[src/rtl/convertor_rns_to_int_seq_64.sv]
// -----------------------------------------------------------------------------
// convertor_rns_to_int_seq_64
//
// Sequential RNS -> signed 64-bit integer converter (Chinese Remainder Theorem).
// One accepted word passes through four phases:
//   ACCUM  : acc += A_i * r_i, one residue per cycle (9 cycles)
//   REDUCE : restoring remainder acc mod M, one shifted modulus per cycle (13)
//   SIGN   : map [M/2, M) onto negative numbers by adding (2^64 - M) mod 2^64
//   HOLD   : present the result until the consumer takes it
// The accept edge opens a 24-cycle window: the result is visible in the 24th
// cycle, and a new word can be taken one cycle after the result retires.
//
// Optional feature: define RNS_RANGE_CHECK_EN to build the residue range
// comparators behind range_err. Without it range_err is tied low.
//
// Base: 2, 255, 253, 251, 247, 241, 239, 233, 229 (pairwise coprime, M > 2^64).
// The constants below are only defined when a shared constants file has not
// already provided them. A_i = (M/B_i) * ((M/B_i)^-1 mod B_i), which is
// already below M, so no further reduction is needed.
// -----------------------------------------------------------------------------

`ifndef B0
`define B0 2
`endif
`ifndef B1
`define B1 255
`endif
`ifndef B2
`define B2 253
`endif
`ifndef B3
`define B3 251
`endif
`ifndef B4
`define B4 247
`endif
`ifndef B5
`define B5 241
`endif
`ifndef B6
`define B6 239
`endif
`ifndef B7
`define B7 233
`endif
`ifndef B8
`define B8 229
`endif

`ifndef MAX_NUM_64
`define MAX_NUM_64 (65'd2*65'd255*65'd253*65'd251*65'd247*65'd241*65'd239*65'd233*65'd229)
`endif
`ifndef RNS_MIDDLE_POINT_64
`define RNS_MIDDLE_POINT_64 ((`MAX_NUM_64) >> 1)
`endif
`ifndef INT_RNS_DELTA_64
`define INT_RNS_DELTA_64 (64'(65'd0 - (`MAX_NUM_64)))
`endif

`ifndef A0
`define A0 (65'd255*65'd253*65'd251*65'd247*65'd241*65'd239*65'd233*65'd229*65'd1)
`endif
`ifndef A1
`define A1 (65'd2*65'd253*65'd251*65'd247*65'd241*65'd239*65'd233*65'd229*65'd121)
`endif
`ifndef A2
`define A2 (65'd2*65'd255*65'd251*65'd247*65'd241*65'd239*65'd233*65'd229*65'd52)
`endif
`ifndef A3
`define A3 (65'd2*65'd255*65'd253*65'd247*65'd241*65'd239*65'd233*65'd229*65'd176)
`endif
`ifndef A4
`define A4 (65'd2*65'd255*65'd253*65'd251*65'd241*65'd239*65'd233*65'd229*65'd230)
`endif
`ifndef A5
`define A5 (65'd2*65'd255*65'd253*65'd251*65'd247*65'd239*65'd233*65'd229*65'd38)
`endif
`ifndef A6
`define A6 (65'd2*65'd255*65'd253*65'd251*65'd247*65'd241*65'd233*65'd229*65'd199)
`endif
`ifndef A7
`define A7 (65'd2*65'd255*65'd253*65'd251*65'd247*65'd241*65'd239*65'd229*65'd48)
`endif
`ifndef A8
`define A8 (65'd2*65'd255*65'd253*65'd251*65'd247*65'd241*65'd239*65'd233*65'd227)
`endif

module convertor_rns_to_int_seq_64 (
  input  logic        clk,
  input  logic        rst,
  input  logic        in_valid,
  output logic        in_ready,
  input  logic [64:0] rns,
  output logic        out_valid,
  input  logic        out_ready,
  output logic [63:0] int_number,
  output logic        range_err
);

  typedef enum logic [2:0] {
    IDLE,
    ACCUM,
    REDUCE,
    SIGN,
    HOLD
  } state_t;

  // Dynamic range M, the signed split point M/2 and the negative offset.
  localparam logic [76:0] LP_MAX   = 77'(`MAX_NUM_64);
  localparam logic [76:0] LP_MID   = 77'(`RNS_MIDDLE_POINT_64);
  localparam logic [63:0] LP_DELTA = 64'(`INT_RNS_DELTA_64);

  localparam logic [3:0]  LP_LAST_IDX = 4'd8;
  localparam logic [3:0]  LP_TOP_K    = 4'd12;

  state_t      r_state;
  state_t      w_next_state;

  logic [64:0] r_rns;
  logic [76:0] r_acc;
  logic [3:0]  r_idx;
  logic [3:0]  r_k;
  logic        r_out_valid;
  logic [63:0] r_int_number;

  logic        w_accept;
  logic        w_retire;
  logic [64:0] w_weight;
  logic [7:0]  w_residue;
  logic [72:0] w_term;
  logic [76:0] w_shifted_mod;
  logic        w_acc_ge_mod;
  logic        w_negative;

  assign in_ready   = (r_state == IDLE);
  assign out_valid  = r_out_valid;
  assign int_number = r_int_number;

  assign w_accept = in_ready && in_valid;
  assign w_retire = r_out_valid && out_ready;

  // Select the CRT weight and residue for the term handled this ACCUM cycle.
  always_comb begin
    w_weight  = '0;
    w_residue = '0;
    case (r_idx)
      4'd0: begin w_weight = 65'(`A0); w_residue = {7'd0, r_rns[0]}; end
      4'd1: begin w_weight = 65'(`A1); w_residue = r_rns[8:1];       end
      4'd2: begin w_weight = 65'(`A2); w_residue = r_rns[16:9];      end
      4'd3: begin w_weight = 65'(`A3); w_residue = r_rns[24:17];     end
      4'd4: begin w_weight = 65'(`A4); w_residue = r_rns[32:25];     end
      4'd5: begin w_weight = 65'(`A5); w_residue = r_rns[40:33];     end
      4'd6: begin w_weight = 65'(`A6); w_residue = r_rns[48:41];     end
      4'd7: begin w_weight = 65'(`A7); w_residue = r_rns[56:49];     end
      4'd8: begin w_weight = 65'(`A8); w_residue = r_rns[64:57];     end
      default: begin
        w_weight  = '0;
        w_residue = '0;
      end
    endcase
  end

  // Term product and the comparisons used by REDUCE and SIGN.
  assign w_term        = {8'd0, w_weight} * {65'd0, w_residue};
  assign w_shifted_mod = LP_MAX << r_k;
  assign w_acc_ge_mod  = (r_acc >= w_shifted_mod);
  assign w_negative    = (r_acc >= LP_MID);

  // State register.
  always_ff @(posedge clk) begin
    // NOTE: state is updated with <= so every flop samples pre-edge values;
    // blocking assignments here would make results depend on block order.
    if (rst) begin
      r_state <= IDLE;
    end else begin
      r_state <= w_next_state;
    end
  end

  // Next-state decode.
  always_comb begin
    // NOTE: the default assignment first keeps every path driven, so no
    // latch is inferred when a branch below leaves the state unchanged.
    w_next_state = r_state;
    case (r_state)
      IDLE:    if (w_accept)               w_next_state = ACCUM;
      ACCUM:   if (r_idx == LP_LAST_IDX)   w_next_state = REDUCE;
      REDUCE:  if (r_k == 4'd0)            w_next_state = SIGN;
      SIGN:                                w_next_state = HOLD;
      HOLD:    if (w_retire)               w_next_state = IDLE;
      default:                             w_next_state = IDLE;
    endcase
  end

  // Input word capture on the accept edge.
  always_ff @(posedge clk) begin
    // NOTE: r_rns is pure data, always written at accept before it is read,
    // so it carries no reset; everything that steers control is reset.
    if (w_accept) begin
      r_rns <= rns;
    end
  end

  // Accumulate, reduce, sign-map and hold the result.
  always_ff @(posedge clk) begin
    if (rst) begin
      r_acc        <= '0;
      r_idx        <= '0;
      r_k          <= '0;
      r_out_valid  <= 1'b0;
      r_int_number <= '0;
    end else begin
      case (r_state)
        IDLE: begin
          if (w_accept) begin
            r_acc <= '0;
            r_idx <= '0;
          end
        end
        ACCUM: begin
          r_acc <= r_acc + {4'd0, w_term};
          r_idx <= r_idx + 4'd1;
          if (r_idx == LP_LAST_IDX) begin
            r_k <= LP_TOP_K;
          end
        end
        REDUCE: begin
          if (w_acc_ge_mod) begin
            r_acc <= r_acc - w_shifted_mod;
          end
          if (r_k != 4'd0) begin
            r_k <= r_k - 4'd1;
          end
        end
        SIGN: begin
          r_int_number <= w_negative ? (r_acc[63:0] + LP_DELTA) : r_acc[63:0];
          r_out_valid  <= 1'b1;
        end
        HOLD: begin
          if (w_retire) begin
            r_out_valid <= 1'b0;
          end
        end
        default: begin
          r_out_valid <= 1'b0;
        end
      endcase
    end
  end

`ifdef RNS_RANGE_CHECK_EN
  logic w_range_bad;
  logic r_range_pend;
  logic r_range_err;

  // Out-of-range residue detect on the incoming word; the 1-bit residue
  // mod 2 can never reach its modulus, so it needs no comparator.
  always_comb begin
    w_range_bad = (rns[8:1]   >= 8'(`B1)) |
                  (rns[16:9]  >= 8'(`B2)) |
                  (rns[24:17] >= 8'(`B3)) |
                  (rns[32:25] >= 8'(`B4)) |
                  (rns[40:33] >= 8'(`B5)) |
                  (rns[48:41] >= 8'(`B6)) |
                  (rns[56:49] >= 8'(`B7)) |
                  (rns[64:57] >= 8'(`B8));
  end

  // Latch the flag at accept and present it together with the result.
  always_ff @(posedge clk) begin
    if (rst) begin
      r_range_pend <= 1'b0;
      r_range_err  <= 1'b0;
    end else begin
      if (w_accept) begin
        r_range_pend <= w_range_bad;
        r_range_err  <= 1'b0;
      end
      if (r_state == SIGN) begin
        r_range_err <= r_range_pend;
      end
    end
  end

  assign range_err = r_range_err;
`else
  assign range_err = 1'b0;
`endif

endmodule

[config.mk]
export PLATFORM = sky130hd
export DESIGN_NAME = convertor_rns_to_int_seq_64
export DESIGN_NICKNAME = d
export VERILOG_FILES = /design/src/rtl/convertor_rns_to_int_seq_64.sv
export SDC_FILE = /design/constraint.sdc
export NUM_CORES = 2
export LEC_CHECK = 0
export BUFFER_PORTS_ARGS = -buffer_cell sky130_fd_sc_hd__buf_2
export CAP_MARGIN = 20
export CORE_MARGIN = 2
export CORE_UTILIZATION = 55
export CTS_BUF_LIST = sky130_fd_sc_hd__clkbuf_8
export DETAILED_ROUTE_END_ITERATION = 8
export PLACE_DENSITY = 0.72
export SYNTH_ARGS = -nofsm -noshare
export SYNTH_HDL_FRONTEND = slang
export SYNTH_SLANG_ARGS = --single-unit
[constraint.sdc]
create_clock -name clk -period 8.5 [get_ports clk]
set_input_delay 0.85 -clock clk [delete_from_list [all_inputs] [get_ports clk]]
set_output_delay 0.85 -clock clk [all_outputs]
set_load 0.05 [all_outputs]
## Word level (Yosys, flattened, before mapping)

Cells that the tools add are included.
Widths: inputs -> output; s select.

| word-level totals | value |
|---|---|
| input port bits | 69 |
| word-level logic and storage cells | 68 |
| bits in registers | 218 |
| output and inout port bits | 67 |

| operators by class | value |
|---|---|
| $add $sub $neg | 5 |
| order comparisons | 2 |
| $mul | 1 |
| reduce and logical (&&, ||, !) cells | 15 |
| bitwise gates (word level) | 1 |
| mux-type cells | 18 |
| eq/ne operators | 18 |
| shift-type cells | 1 |

Operator list:

| operator | number |
|---|---|
| $pmux 65 s9 | 1 |
| $pmux 77 s3 | 1 |
| $mux 77 | 2 |
| $add 77x73->77 | 1 |
| $ge 77x64->1 const B | 1 |
| $ge 77x77->1 | 1 |
| $shl 65x4->77 const A | 1 |
| $sub 77x77->77 | 1 |
| $mul 65x8->73 | 1 |
| $pmux 8 s9 | 1 |
| $add 64x64->64 const B | 1 |
| $mux 64 | 1 |
| $eq 4x3->1 const B | 4 |
| $pmux 4 s2 | 2 |
| $pmux 3 s5 | 1 |
| $mux 3 | 4 |
| $mux 4 | 3 |
| $ne 2x2->1 const B | 5 |
| $eq 4x2->1 const B | 2 |
| $logic_not 4->1 | 2 |
| $eq 3x2->1 const B | 2 |
| $reduce_and 3->1 | 2 |
| $add 4x1->4 const B | 1 |
| $eq 4x1->1 const B | 1 |
| 16 further kinds | 19 |

## Logic depth before layout (Yosys ltp)

| logic depth | value |
|---|---|
| depth after elaboration | 5 |
| depth in mapped cells | 33 |
| gate-level depth less buffers | 30 |

## Least setup slack after synthesis

OpenSTA, ideal clock, no wires.

| timing | value |
|---|---|
| path kind | register to register |
| start | reg r_idx[0] |
| end | reg r_acc[75] |
| stages on the path, launching flop included | 32 |
| data arrival time | 7222 ps |
| data required time | 8413 ps |
| library setup time | 87 ps |
| buffers on the path | 4 |
| clock period less this slack | 7309 ps |
| path slack | 1191 ps |
| path through | dfxtp_1 inv_1 ha_1 inv_1 nor2_1 o21ai_1 nand2_1 nor3_1 clkbuf_1 or2_2 clkbuf_1 clkbuf_1 nor2_1 fa_1 fa_1 fa_1 inv_1 fa_1 inv_1 ha_1 clkbuf_1 a211oi_1 o211ai_1 a221oi_2 o21ai_1 a211oi_4 o2111a_1 nor2_1 a21oi_1 a21boi_0 o32a_1 o31ai_1 |

| between the ends | value |
|---|---|
| word-level cells in the longest chain between the ends | 5 |
| elaborated cells on any way between the ends | 14 |
| those cells by class | 1 x add/sub; 1 x mul; 8 x eq/ne; 3 x mux; 1 x reduce/logical |

Ends and longest elaborated chain:

| what | RTL line | source |
|---|---|---|
| from (decl) | 121 | `logic [3:0] r_idx;` |
| from (signal assigned) | 222 | `r_idx <= r_idx + 4'd1;` |
| $eq 4x4->1, or another cell as far along | 146 | `case (r_idx)` |
| $pmux 65 s9 or $pmux 8 s9 (tied branches) | 146 |  |
| $mul 65x8->73 * | 164 | `assign w_term = {8'd0, w_weight} * {65'd0, w_residue};` |
| $add 77x73->77 * | 221 | `r_acc <= r_acc + {4'd0, w_term};` |
| $pmux 77 s3 * | 213 | `case (r_state)` |
| to (signal assigned) | 221 |  |
| to (signal assigned) | 229 | `r_acc <= r_acc - w_shifted_mod;` |
| to (decl) | 120 | `logic [76:0] r_acc;` |

Mark *: on every way between the ends. The rest lies on a longest branch, timed or not.
A chain may end at the register's enable or synchronous reset.

## Worst setup path after layout

Ends and elaborated chain as after synthesis.

==> impl_metrics.yaml <==
synthesis:
  synth_edf_count: 65
  async_flop_share_pct: 0
  synthXorXnorAreaFrac_pct: 4.66
  synth_cell_type_count: 96
  ys.flop_type: "dfxtp_1"
  syn_inst: 4462
  synth_top_area_cell: "fa_1"
  synthTopCellsByArea: "fa_1 26%, dfxtp_1 8.8%, nor2_1 7.5%, ha_1 7.0%, inv_1 6.8%"
  synth_top_area_share_pct: 25.9
  synth_area_um2: 34800
  syn_area_per_cell_um2: 7.79
  synth_compound_area_share_pct: 19.7
  synth-simple-area-share_pct: 18.5
  synth_top_family_by_area: "adder cells"
  seq_area_frac_synth_pct: 14.4
  syn-num-nets: 5174
  synth-warning-count: 0
  ys_seq_elements: 218
  yosys.area_share.adder_pct: 32.8
  synthMuxAreaShare_pct: 0.418
detailed_routing:
  drc_errors: 0
  ant_nets: 0
  drtIter0Drc: 4061
  wl_per_cell_um: 25.4
  via_count: 33700
  routed_via_density: 6.23
  wirelength_mm: 137
  first_pass_iters: 8
worst_setup_path:
  cp.required_ps: 9080
  worst_path_largest_cell_delay_ps: 540
  reg2reg_depth: 28
  critPathCaptureType: "flop"
  cpMaxStageDelayCell: "fa_1"
  setup.worst_path.end: "r_acc[75]$_SDFFE_PP0P_"
  cp_top_family: "compound AO/OA/AOI/OAI gates"
  reg2reg_setup_slack_ps: 340
  r2r_start: "r_idx[0]$_SDFFE_PP0P_"
  start_kind: "flop"
  critical_path.max_fanout: 22
  cp-startpoint: "r_idx[0]$_SDFFE_PP0P_"
  crit_buf_inv: 6
  rr_endpoint: "r_acc[75]$_SDFFE_PP0P_"
  arrival_ps: 8740
  crit_type: "flop to flop"
  cp.depth: 28
layout:
  stdcell_count: 5409
  areaGrowthSynthToFinish_pct: 8.21
  fin_util_pct: 59.9
  fillCellCount: 5843
  final_common_cell: "nor2_1"
  drive_gt1_share_pct: 9.06
  nets: 5239
  final_cell_mix: "687 x nor2_1, 642 x inv_1, 449 x fa_1"
  final_area_um2: 37600
clocking:
  clockRootBuffer: "clkbuf_8"
  cts_buffers: 44
  post_cts_buffers: 0
  htree_levels: 2
  path_clk_slew_ps: 70
  clk-insertion-delay-late_ps: 690
  cts_sinks: 218
  cts_tree: "built"
  clockBufferDepth: 3
timing:
  slew_viol_final: 0
  setup_viol: 0
  setup_slack_ps: 340
  finClkSkew_ps: 52.5
  relSlewSlack_pct: 18.8
  period_share_pct: 96.0
  fmax_mhz: 123
  worst_pin_slew_ps: 1210
  fin_crit_ps: 8160
  grt_setup_unrepaired: "no"
  hold_viol_final: 0
  setup_tns_ps: 0
grt:
  grt_busiest_layer: "met2"
  gr-total-overflow: 0
  grt_util_met1_pct: 58.9
  grt_max_degree: 98
  antenna_found_initial: 4
  grt_usage_pct: 42.2
  gr-usage-met2_pct: 61.6
  use_met3_pct: 9.99
  grt_first_pass_wirelength_mm: 207
  grt_pass1_vias: 32800
floorplanning:
  dieArea_um2: 65200
  rows: 92
  initial_utilization_pct: 55.4
  core_um2: 62700
  io-pin-count: 136
  fp.dieW_um: 255
  die_h_um: 255
pwr:
  ir_drop_uv: 175
  p_leak_nw: 17.8
  power_per_cell_area_nw_per_um2: 234
outcome:
  outcome: "finished clean"
placed_design:
  place.gp.congestion: 1.05
  io_buffers: 134
  place_ws_ps: 433
  placed_cells: 5327
  placed_area_um2: 36600
  dpl.hpwl_mm: 111
min_path:
  hold_class: "input port to flop"
flow_run:
  maxCapViolCount: 0
-- synthesized netlist by cell type, types with 21 or more instances --
cell type,instances
a211oi_1,88
a21o_1,75
a21oi_1,275
a22oi_1,29
a31oi_1,32
and2_1,21
and3_1,22
buf_1,24
buf_2,22
clkbuf_1,192
dfxtp_1,153
edfxtp_1,65
fa_1,449
ha_1,194
inv_1,630
nand2_1,424
nand2b_1,35
nand3_1,58
nand4_1,61
nor2_1,695
nor3_1,56
o21a_1,30
o21ai_0,238
o21bai_1,30
o221ai_1,51
o31ai_1,22
or2_2,27
or3_1,27
xnor2_1,117
xor2_1,68
-- report_power, final --
part	switching, mW	internal [mW]
combinational	4.12	2.10
sequential	0.159	1.16
clock	0.565	0.703
total	4.84	3.96
-- cell type report --
type / instances / area (um^2) / share of cell area (%)
Antenna cell: 3 / 7.51 / 0.0200
Clock buffer: 51 / 702 / 1.87
Clock inverter: 28 / 270 / 0.719
Inverter: 630 / 2360 / 6.29
Multi-Input combinational cell: 3373 / 26500 / 70.5
Sequential cell: 218 / 5020 / 13.3
Tap cell: 846 / 1060 / 2.81
Timing Repair Buffer: 260 / 1660 / 4.40
-- sequential cells by signal, indices dropped and copies added, names as in the netlist --
signal / count
r_acc: 77
r_rns: 65
int_number: 64
r_idx: 4
r_k: 4
r_state: 3
out_valid: 1
-- routing by layer --
metal	vias to the layer above	share of wire, %	routed length [um]
met1	16300	40	55600
li1	15000	-	-
met5	-	0.0095	13
met2	2074	42	57100
met3	386	12	16400
met4	2	6.0	8300
-- worst reg2reg max path, delay by kind of cell, from the launching register on --
family                   cells  cell delay (ps)
AO/OA/AOI/OAI               13             3460
adder cells (fa/ha/maj)      6             2810
buffers and inverters        6             1040
flip-flops                   1              390
AND/OR/NAND/NOR              3              390
-- kinds of logic after synthesis --
family          after synthesis
simple gates               1485
xor+xnor                    185
flops                       218
compound gates             1045
buf+inv                     871
fa+ha+maj                   643
other cells                   1
mux                          14
-- worst min-delay path by stage --
stage | start | end | slack, ps | cells past startpoint
5_1_grt | rns[21] | r_rns[21]$_DFFE_PP_ | 350 | 1
6_report | rns[10] | r_rns[10]$_DFFE_PP_ | 350 | 1
2_1_floorplan | r_acc[0]$_SDFFE_PP0P_ | int_number[0]$_SDFFE_PP0P_ | 480 | 2
3_5_place_dp | int_number[2]$_SDFFE_PP0P_ | int_number[2]$_SDFFE_PP0P_ | 450 | 2
4_1_cts | rns[10] | r_rns[10]$_DFFE_PP_ | 350 | 1
3_3_place_gp | int_number[2]$_SDFFE_PP0P_ | int_number[2]$_SDFFE_PP0P_ | 440 | 2
-- stage by stage --
step / hold slack (ps) / power, mW
after floorplan: 482 / 5.27
after CTS: 348 / 8.59
after global placement: 439 / 7.26
after global routing: 351 / 9.43
after detailed placement: 446 / 7.26
final: 347 / 8.80
-- what timing repair did --
item,in CTS,in global routing
resized for setup,0,10
endpoints found under the setup margin,0,23
hold buffers,0,0
No activity file was read; power rests on OpenSTA's default activity.
